==> config.mk <==
export PLATFORM = sky130hd
export DESIGN_NAME = rob_tag_ctrl
export DESIGN_NICKNAME = d
export VERILOG_FILES = /design/src/rtl/rob_tag_ctrl_pkg.sv /design/src/rtl/rob_ptr_ctrl.sv /design/src/rtl/rob_tag_ctrl.sv
export SDC_FILE = /design/constraint.sdc
export NUM_CORES = 1
export LEC_CHECK = 0
export ABC_AREA = 1
export ABC_CLOCK_PERIOD_IN_PS = 11300
export CORE_MARGIN = 5
export CORE_UTILIZATION = 44
export DETAILED_ROUTE_END_ITERATION = 12
export RECOVER_POWER = 25
export SYNTH_ARGS = -nofsm -noshare
export SYNTH_HDL_FRONTEND = slang
export SYNTH_SLANG_ARGS = --single-unit
==> constraint.sdc <==
create_clock -name clock -period 11.3 [get_ports clock]
set_input_delay 3.39 -clock clock [delete_from_list [all_inputs] [get_ports clock]]
set_output_delay 3.39 -clock clock [all_outputs]
set_load 0.02 [all_outputs]
==> src/rtl/rob_tag_ctrl_pkg.sv <==
// rob_tag_ctrl_pkg: shared ROB sizing constants and entry payload layout
package rob_tag_ctrl_pkg;
  localparam int TAG_W  = 5;
  localparam int DEPTH  = 32;
  localparam int DATA_W = 32;
  localparam int AREG_W = 5;
  typedef struct packed {
    logic              has_rd;
    logic [AREG_W-1:0] rd;
    logic [DATA_W-1:0] data;
  } rob_entry_t;
endpackage

==> src/rtl/rob_ptr_ctrl.sv <==
// rob_ptr_ctrl: ROB head/tail/count registers with full/empty and dispatch grant
module rob_ptr_ctrl
  import rob_tag_ctrl_pkg::*;
(
  input  logic             clock,
  input  logic             reset,
  input  logic             flush,
  input  logic             disp_req,
  input  logic             retire,
  output logic [TAG_W-1:0] head,
  output logic [TAG_W-1:0] tail,
  output logic [TAG_W:0]   count,
  output logic             full,
  output logic             empty,
  output logic             disp_gnt
);
  assign full = count == (TAG_W+1)'(DEPTH);
  assign empty = count == '0;
  // full is judged on the current count, so a same-edge retire cannot free a slot early
  assign disp_gnt = disp_req & ~full & ~flush;
  always_ff @(posedge clock or posedge reset)
    if (reset) begin
      head <= '0;
      tail <= '0;
      count <= '0;
    end else if (flush) begin
      head <= '0;
      tail <= '0;
      count <= '0;
    end else begin
      if (disp_gnt) tail <= tail + 1'b1;
      if (retire) head <= head + 1'b1;
      count <= count + {{TAG_W{1'b0}}, disp_gnt} - {{TAG_W{1'b0}}, retire};
    end
endmodule

==> src/rtl/rob_tag_ctrl.sv <==
// rob_tag_ctrl: in-order ROB tag allocation, CDB completion and program-order retirement
module rob_tag_ctrl
  import rob_tag_ctrl_pkg::*;
(
  input  logic              clock,
  input  logic              reset,
  input  logic              flush,
  input  logic              disp_req,
  input  logic              disp_has_rd,
  input  logic [AREG_W-1:0] disp_rd,
  output logic              disp_gnt,
  output logic [TAG_W-1:0]  disp_tag,
  input  logic              cdb_valid,
  input  logic [TAG_W-1:0]  cdb_tag,
  input  logic [DATA_W-1:0] cdb_data,
  output logic              RB_valid_rst,
  output logic [TAG_W-1:0]  RB_tag_rst,
  output logic              commit_wen,
  output logic [AREG_W-1:0] commit_rd,
  output logic [DATA_W-1:0] commit_data,
  output logic              full,
  output logic              empty,
  output logic [TAG_W:0]    count
);
  logic [DEPTH-1:0] busy, done;
  rob_entry_t ent [DEPTH];
  logic [TAG_W-1:0] head;
  logic retire, complete;
  assign retire = busy[head] & done[head];
  assign complete = cdb_valid & busy[cdb_tag] & ~done[cdb_tag];
  rob_ptr_ctrl u_ptr (
    .clock(clock), .reset(reset), .flush(flush), .disp_req(disp_req), .retire(retire),
    .head(head), .tail(disp_tag), .count(count), .full(full), .empty(empty), .disp_gnt(disp_gnt)
  );
  always_ff @(posedge clock or posedge reset)
    if (reset) begin
      busy <= '0;
      done <= '0;
    end else if (flush) begin
      busy <= '0;
      done <= '0;
    end else begin
      if (disp_gnt) begin
        busy[disp_tag] <= 1'b1;
        done[disp_tag] <= 1'b0;
      end
      if (complete) done[cdb_tag] <= 1'b1;
      if (retire) begin
        busy[head] <= 1'b0;
        done[head] <= 1'b0;
      end
    end
  // payload needs no reset: it is only read once busy/done qualify it
  always_ff @(posedge clock) begin
    if (disp_gnt) begin
      ent[disp_tag].has_rd <= disp_has_rd;
      ent[disp_tag].rd <= disp_rd;
    end
    if (complete) ent[cdb_tag].data <= cdb_data;
  end
  always_ff @(posedge clock or posedge reset)
    if (reset) begin
      RB_valid_rst <= 1'b0;
      RB_tag_rst <= '0;
      commit_wen <= 1'b0;
      commit_rd <= '0;
      commit_data <= '0;
    end else if (flush) begin
      RB_valid_rst <= 1'b0;
      RB_tag_rst <= '0;
      commit_wen <= 1'b0;
      commit_rd <= '0;
      commit_data <= '0;
    end else begin
      RB_valid_rst <= retire & ent[head].has_rd;
      commit_wen <= retire & ent[head].has_rd;
      if (retire) begin
        RB_tag_rst <= head;
        commit_rd <= ent[head].rd;
        commit_data <= ent[head].data;
      end
    end
endmodule

# ---- After elaboration in Yosys (flattened, before gate mapping)
# Memory sizes are Yosys's and may differ from the RTL's.
# Cells that the tools add are included.
# Widths: inputs -> output; s select.
dict set report word_totals {
  n_memories 1
  input_bits 48
  ff_bits 123
  out_inout_bits 58
  ram_bits 1216
  elab_cells 83
}
# name words word_bits rd rd_clocked_by_memory_dff write_ports line
set memory_table {}
lappend memory_table {ent 32 38 1 0 2 rob_tag_ctrl.sv:26} ;# rob_entry_t ent [DEPTH];
dict set report classes {
  n_bitwise 16
  magnitude_cmp 6
  reduce_logical 6
  n_addsub 4
  n_eq_ne 1
  muxes 40
}
# operator n
set op_table {}
lappend op_table {{$mux 32} 12}
lappend op_table {{$and 32x32->32} 3}
lappend op_table {{$not 32->32} 2}
lappend op_table {{$or 32x32->32} 2}
lappend op_table {{$mux 5} 8}
lappend op_table {{$bmux 1 s5} 4}
lappend op_table {{$lt 5x6->1 const B} 3}
lappend op_table {{$demux 1 s5} 3}
lappend op_table {{$ge 5x1->1 const B} 3}
lappend op_table {{$mux 1} 12}
lappend op_table {{$add 5x1->5 const B} 2}
lappend op_table {{$add 6x1->6} 1}
lappend op_table {{$and 1x1->1} 6}
lappend op_table {{$eq 6x6->1 const B} 1}
lappend op_table {{$logic_not 6->1} 1}
lappend op_table {{$mux 6} 1}
lappend op_table {{$sub 6x1->6} 1}
lappend op_table {{$reduce_bool 2->1} 2}
lappend op_table {{$logic_and 1x1->1} 3}
lappend op_table {{$not 1->1} 3}

# ---- Depth between registers and ports, before layout
# Gate-level depths: netlist of the first run.
dict set report logic_depth {
  depth_word 14
  ltp_mapped 22
  depth_no_buf 21
}

# ---- Hierarchy
# A second synthesis of the first run with hierarchy kept.
dict set report unflattened {
  hier_cells 3948
  hier_area_um2 52661.8
}
# module cells_per_inst area_per_inst_um2 seq_area_each_um2 instances
set modules_own_cells {}
lappend modules_own_cells {rob_tag_ctrl 3821 51645.8 39192.6 1}
lappend modules_own_cells {rob_ptr_ctrl 127 1016.0 400.4 1}

# ---- Worst setup path before layout of the first run
# Ideal clock, no wire load.
dict set report synth_timing {
  path_kind {input -> output}
  from {input port flush}
  to {output port disp_gnt}
  n_path_buf 2
  stages 3
  arrival_time_ns 4.302
  setup_slack_ns 3.608
  cell_sequence {clkbuf_1 > nor2_2 > clkbuf_1}
}
dict set report synth_via {
  elab_chain_len 2
}
# item line
set synth_rtl {}
lappend synth_rtl {{start: declaration} rob_tag_ctrl.sv:7} ;# input logic flush,
lappend synth_rtl {{$not 1->1} rob_ptr_ctrl.sv:20} ;# assign disp_gnt = disp_req & ~full & ~flush;
lappend synth_rtl {{$and 1x1->1} rob_ptr_ctrl.sv:20}
lappend synth_rtl {{end: declaration} rob_tag_ctrl.sv:11} ;# output logic disp_gnt,
# Every way passes these cells.

# ---- Worst setup path in the final report of the first run
# Ends and elaborated chain as after synthesis.

==> results.sh, run 1 <==
export IMPL_grt_pass1_vias=35070
export IMPL_fin_util=0.4992
export IMPL_syn_area_um2=54680
export IMPL_cp_required_ns=7.91
export IMPL_peakVddDrop_mv=0.1489
export IMPL_async_reset_ff_frac=0.09186
export IMPL_setup_ws_ns=3.028
export IMPL_cts_hold_buf=0
export IMPL_synth_seq_cells=1339
export IMPL_core_um2=123600
export IMPL_worstSetupStartpointType="input port"
export IMPL_layout_nets=4777
export IMPL_pre_cts_ws_ns=3.017
export IMPL_rr_endpoint="u_ptr.count[4]"
export IMPL_critPathKind="in -> out"
export IMPL_cp_arrival_ns=4.88
export IMPL_synth_flop_cell="edfxtp_1"
export IMPL_fp_dieW_um=362.5
export IMPL_final_area_um2=61720
export IMPL_fillers=11000
export IMPL_cts_resized=0
export IMPL_viasPerCell=5.757
export IMPL_drt_pre_antenna_iters=7
export IMPL_setup_viol=0
export IMPL_cts_buffers=141
export IMPL_clk_latency_ns=0.76
export IMPL_yosysSeqAreaShare=0.7240
export IMPL_vias=37220
export IMPL_hold_start="commit_data[18]"
export IMPL_portBuffers=105
export IMPL_clockBufferDepth=3
export IMPL_grt_max_degree=190
export IMPL_initial_utilization=0.4423
export IMPL_multi_input_area_um2=13560
export IMPL_critPathMaxFanout=8
export IMPL_ys_warn_count=0
export IMPL_clock_root_buffer="clkbuf_16"
export IMPL_grt_usage=0.2472
export IMPL_ios=106
export IMPL_rsz0062_at_grt="no"
export IMPL_grt_overflow_total=0
export IMPL_hold_end="commit_data[18]"
export IMPL_status="finished, violations left"
export IMPL_max_cap_viol_count=22
export IMPL_max_freq_ghz=0.1209
export IMPL_drc=0
export IMPL_drive_above_1_share=0.06569
export IMPL_min_path_cells=2
export IMPL_syn2layout_area_growth_pct=12.86
export IMPL_syn_inst=4702
export IMPL_detail_route_wl_per_cell_um=25.58
export IMPL_die_height_um=362.5
export IMPL_gp_congestion=0.9165
export IMPL_setup_tns_ns=0
export IMPL_cts_max_level=4
export IMPL_yosys_cell_types_count=37
export IMPL_maxSlewViolCount=727
export IMPL_clock_sinks=1339
export IMPL_period_share=0.7320
export IMPL_syn_num_nets=4768
export IMPL_post_cts_buffers=0
export IMPL_mostFrequentLayoutCell="edfxtp_1"
export IMPL_leakagePower_nw=21.51
export IMPL_drtIter0Drc=4112
export IMPL_ant_nets=0
export IMPL_p_int_mw=8.047
export IMPL_clk_pin_slew_ns=0.05
export IMPL_final_cell_mix="edfxtp_1, nand2_1, nor2_1"
export IMPL_endpoint_kind="primary output"
export IMPL_switching_share=0.2126
export IMPL_violations="max-capacitance violations, max-slew violations"
export IMPL_worstRegToRegCells=21
export IMPL_antenna_found_initial=8
export IMPL_floorplan_die_area_um2=131400
export IMPL_grt_pass1_wl_um=241900
export IMPL_worstReg2RegStart="u_ptr.head[0]"
export IMPL_min_path_type="reg -> reg"
export IMPL_synth_edff_count=1216
export IMPL_seqPwrFrac=0.531
export IMPL_combPwrFrac=0.029
export IMPL_post_dp_hpwl_um=98020
export IMPL_wirelength_um=165400
export IMPL_worst_pin_slew_ns=2.263
export IMPL_synth_avg_cell_area_um2=11.63
export IMPL_finalHoldViolations=0
export IMPL_p_clk_frac=0.440
export IMPL_cts_tree="built"
export IMPL_regArea_um2=39600
export IMPL_power_density_nw_per_um2=165.6
export IMPL_finClkSkew_ns=0.03657
export IMPL_r2r_slack_ns=5.16
export IMPL_slew_headroom=-0.5084
export IMPL_min_period_ns=8.272
export IMPL_placed_cell_area_um2=57280
export IMPL_rows=129
export IMPL_p_switching_mw=2.173
## synth_stat cells (3+ instances only)
library cell  instances  share of area
nand4_1              76         0.0087
buf_1                24         0.0016
dfrtp_1             123          0.056
xor2_1                3        0.00048
clkbuf_1            225          0.015
inv_1               162          0.011
clkbuf_2              3        0.00027
edfxtp_1           1216           0.67
a21oi_1              34         0.0031
ha_1                 17         0.0039
inv_2                 6        0.00041
o21ai_1              38         0.0035
nor3_1                9        0.00082
a22oi_1              17         0.0023
buf_4                 4        0.00055
nand3_1             142          0.013
nand2_1             806          0.055
o21ai_0             629          0.058
nor2_2                4        0.00046
nor3_2                6         0.0011
buf_2                42         0.0038
a32o_1                7         0.0013
nor2_1              795          0.055
o211ai_1              4        0.00055
o22ai_1             296          0.034
nand2_2               3        0.00034
## critical path, stage by stage
cell,delay [ns]
clkdlybuf4s50_1,0.63
nor2_2,0.22
clkdlybuf4s50_1,0.64
## final cells by class
cell class,count,area share
Antenna cell,2,0.00008109
Clock buffer,189,0.06276
Clock inverter,69,0.009630
Inverter,169,0.01064
Multi-Input combinational cell,2896,0.2198
Sequential cell,1339,0.6416
Tap cell,1637,0.03319
Timing Repair Buffer,164,0.02228
## worst max-delay path by stage
| stage | from | end | slack, ns | cells past startpoint |
|---|---|---|---|---|
| after floorplan | flush | disp_gnt | 3.61 | 3 |
| after global placement | flush | disp_gnt | 3.07 | 3 |
| after detailed placement | flush | disp_gnt | 3.02 | 3 |
| after CTS | flush | disp_gnt | 3.01 | 3 |
| after global routing | flush | disp_gnt | 2.96 | 3 |
| final | flush | disp_gnt | 3.03 | 3 |
## kinds of logic after synthesis
kind of cell | after synthesis | synth area share
xor gates and xnor gates | 3 | 0.0004806
buffers and inverters | 467 | 0.03336
and+or+nand+nor | 1847 | 0.1352
DFF | 1339 | 0.7240
AOI/OAI and AO/OA | 1028 | 0.1026
adders and majority gates | 18 | 0.004256
## sequential cells by signal, indices dropped and copies added, names as in the netlist
name,count
ent,1216
busy,32
commit_data,32
done,32
u_ptr.count,6
RB_tag_rst,5
commit_rd,5
u_ptr.head,5
u_ptr.tail,5
commit_wen,1
## power groups by stage
stage                     sequential, mW  clock (mW)  combinational (mW)
final                               5.43        4.49               0.294
after global routing                5.43        4.77               0.317
after CTS                           5.43        4.55               0.296
after detailed placement            5.53           0               0.295
after global placement              5.53           0               0.293
after floorplan                     5.54           0               0.111
## metrics by stage
stage	cells	hold WS, ns	total power [mW]
finish	6465	0.5106	10.22
global placement	6205	0.4952	5.825
floorplan	4702	0.4809	5.649
global route	6463	0.5448	10.52
detailed placement	6205	0.4948	5.828
CTS	6463	0.5131	10.27
## metal layers
layer | vias to the layer above | global-route usage | routed length (um)
met5 | - | 0 | 25
met4 | 4 | 0.08134 | 5649
met3 | 285 | 0.05071 | 12860
met2 | 1541 | 0.3905 | 77090
met1 | 18610 | 0.3457 | 69780
li1 | 16770 | - | -
(Power assumes the default switching activity.)
==> run 2: changes to the inputs <==
ABC_CLOCK_PERIOD_IN_PS = 8600   (was 11300)
clock period = 8.6 ns   (was 11.3 ns; I/O delays follow)
==> run 2 against run 1 <==
- the run still ends with max-capacitance violations, max-slew violations left
- critical endpoint unchanged
- via count increased by 0.64%
- clock skew down 0.0065 ns
- largest power group unchanged
- critical path depth unchanged
- highest routed layer unchanged
- sequential share of layout area decreased by 0.52 points
==> results.sh, run 2 (same netlist as run 1, synthesis figures left out) <==
export IMPL_max_cap_viol_count=26
export IMPL_status="finished, violations left"
export IMPL_multi_input_area_um2=13560
export IMPL_finalHoldViolations=0
export IMPL_portBuffers=105
export IMPL_r2r_slack_ns=3.32
export IMPL_finClkSkew_ns=0.03006
export IMPL_cp_common_cell="clkdlybuf4s50_1"
export IMPL_post_cts_buffers=0
export IMPL_cts_resized=0
export IMPL_min_period_ns=6.754
export IMPL_gp_congestion=0.9223
export IMPL_fillers=10900
export IMPL_cts_tree="built"
export IMPL_critPathKind="in -> out"
export IMPL_drive_above_1_share=0.07140
export IMPL_cts_buffers=141
export IMPL_maxSlewViolCount=824
export IMPL_wirelength_um=162800
export IMPL_grt_usage=0.2429
export IMPL_post_dp_hpwl_um=96600
export IMPL_viasPerCell=5.752
export IMPL_pre_cts_ws_ns=1.428
export IMPL_detail_route_wl_per_cell_um=25.00
export IMPL_max_freq_ghz=0.1481
export IMPL_ant_nets=0
export IMPL_rsz0062_at_grt="no"
export IMPL_period_share=0.7854
export IMPL_drc=0
export IMPL_layout_nets=4824
export IMPL_drt_pre_antenna_iters=6
export IMPL_antenna_found_initial=2
export IMPL_clock_root_buffer="clkbuf_16"
export IMPL_initial_utilization=0.4423
export IMPL_drtIter0Drc=4030
export IMPL_slew_headroom=-0.3678
export IMPL_cp_required_ns=6.02
export IMPL_finalPower_mw=13.60
export IMPL_mostFrequentLayoutCell="edfxtp_1"
export IMPL_grt_pass1_wl_um=237800
export IMPL_clk_latency_ns=0.78
export IMPL_cts_hold_buf=0
export IMPL_setup_viol=0
export IMPL_min_path_type="reg -> reg"
export IMPL_floorplan_die_area_um2=131400
export IMPL_largest_register_ffs=1216
export IMPL_cp_slowest_cell="clkdlybuf4s50_1"
export IMPL_cts_max_level=4
export IMPL_vias=37460
export IMPL_clock_sinks=1339
export IMPL_die_height_um=362.5
export IMPL_crit_start="flush"
export IMPL_setup_ws_ns=1.846
export IMPL_regArea_um2=39600
export IMPL_hold_start="busy[6]"
export IMPL_grt_overflow_total=0
export IMPL_path_cells="clkdlybuf4s50_1, nor2_2, clkdlybuf4s50_1"
export IMPL_clockBufferDepth=3
export IMPL_final_cell_mix="edfxtp_1, nand2_1, nor2_1"
export IMPL_cpPeakStageDelay_ns=0.71
export IMPL_worstSetupStartpointType="input port"
export IMPL_clk_pin_slew_ns=0.05
export IMPL_top_register="ent"
export IMPL_rows=129
export IMPL_peakVddDrop_mv=0.2157
export IMPL_worst_pin_slew_ns=2.052
export IMPL_syn2layout_area_growth_pct=13.79
export IMPL_violations="max-capacitance violations, max-slew violations"
export IMPL_grt_max_degree=171
export IMPL_power_density_nw_per_um2=218.6
export IMPL_critPathMaxFanout=8
export IMPL_final_cells=6512
export IMPL_worstReg2RegStart="u_ptr.head[0]"
export IMPL_placedCellCount=6252
export IMPL_leakagePower_nw=21.78
export IMPL_ios=106
export IMPL_grt_pass1_vias=35390
export IMPL_setup_tns_ns=0
export IMPL_fp_dieW_um=362.5
export IMPL_endpoint_kind="primary output"
export IMPL_core_um2=123600
export IMPL_cp_arrival_ns=4.17
==> run 2: cell count changes in the layout (fill, tap and decap cells not counted), sizes merged, moves of 4 or more <==
cell | previous run | this run
bufinv | 6 | 11
inv | 172 | 179
buf | 58 | 87
clkinv | 60 | 47
clkinvlp | 0 | 4
dlygate4sd3 | 2 | 19
==> run 2: final timing paths <==
| path | end | cells past startpoint |
|---|---|---|
| worst min-delay path | busy[6] | 2 |
| worst max register to register | u_ptr.count[4] | 20 |
| min in group asynchronous | u_ptr.count[4] | 2 |
| worst min register to register | busy[6] | 2 |
| worst max-delay path | disp_gnt | 3 |
| max in group asynchronous | u_ptr.head[0] | 3 |
==> run 2: per-layer routing <==
layer	track usage	vias up	part of all wire	wire, um
li1	-	16860	-	-
met1	0.3367	18620	0.42	67760
met2	0.3827	1704	0.46	75400
met3	0.05184	272	0.085	13880
met4	0.08574	2	0.035	5756
met5	0	-	0.000068	11
==> run 2: through the flow <==
step                      hold WS, ns  area, um^2  utilization
after CTS                      0.5121       62300       0.5039
after detailed placement       0.4972       57700       0.4667
final                          0.5069       62230       0.5033
after global routing           0.5420       62220       0.5033
after global placement         0.4963       57700       0.4667
after floorplan                0.4809       54680            -
==> run 2: power by group <==
group | internal (mW) | switching [mW]
Clock | 3.52 | 2.56
Combinational | 0.0937 | 0.292
Sequential | 7.12 | 0.0143
Total | 10.7 | 2.87
==> run 2: layout make-up <==
| class | count | area share |
|---|---|---|
| clock inverter | 72 | 0.01182 |
| antenna | 1 | 0.00004021 |
| timing repair buffer | 211 | 0.02813 |
| inverter | 169 | 0.01056 |
| clock buffer | 187 | 0.06215 |
| sequential | 1339 | 0.6364 |
| multi-input combinational | 2896 | 0.2180 |
| tap | 1637 | 0.03292 |
==> run 2: worst max-delay path, delay by kind of cell <==
| family | cells | cell delay (ns) |
|---|---|---|
| and+or+nand+nor | 1 | 0.24 |
| buffers and inverters | 2 | 1.35 |
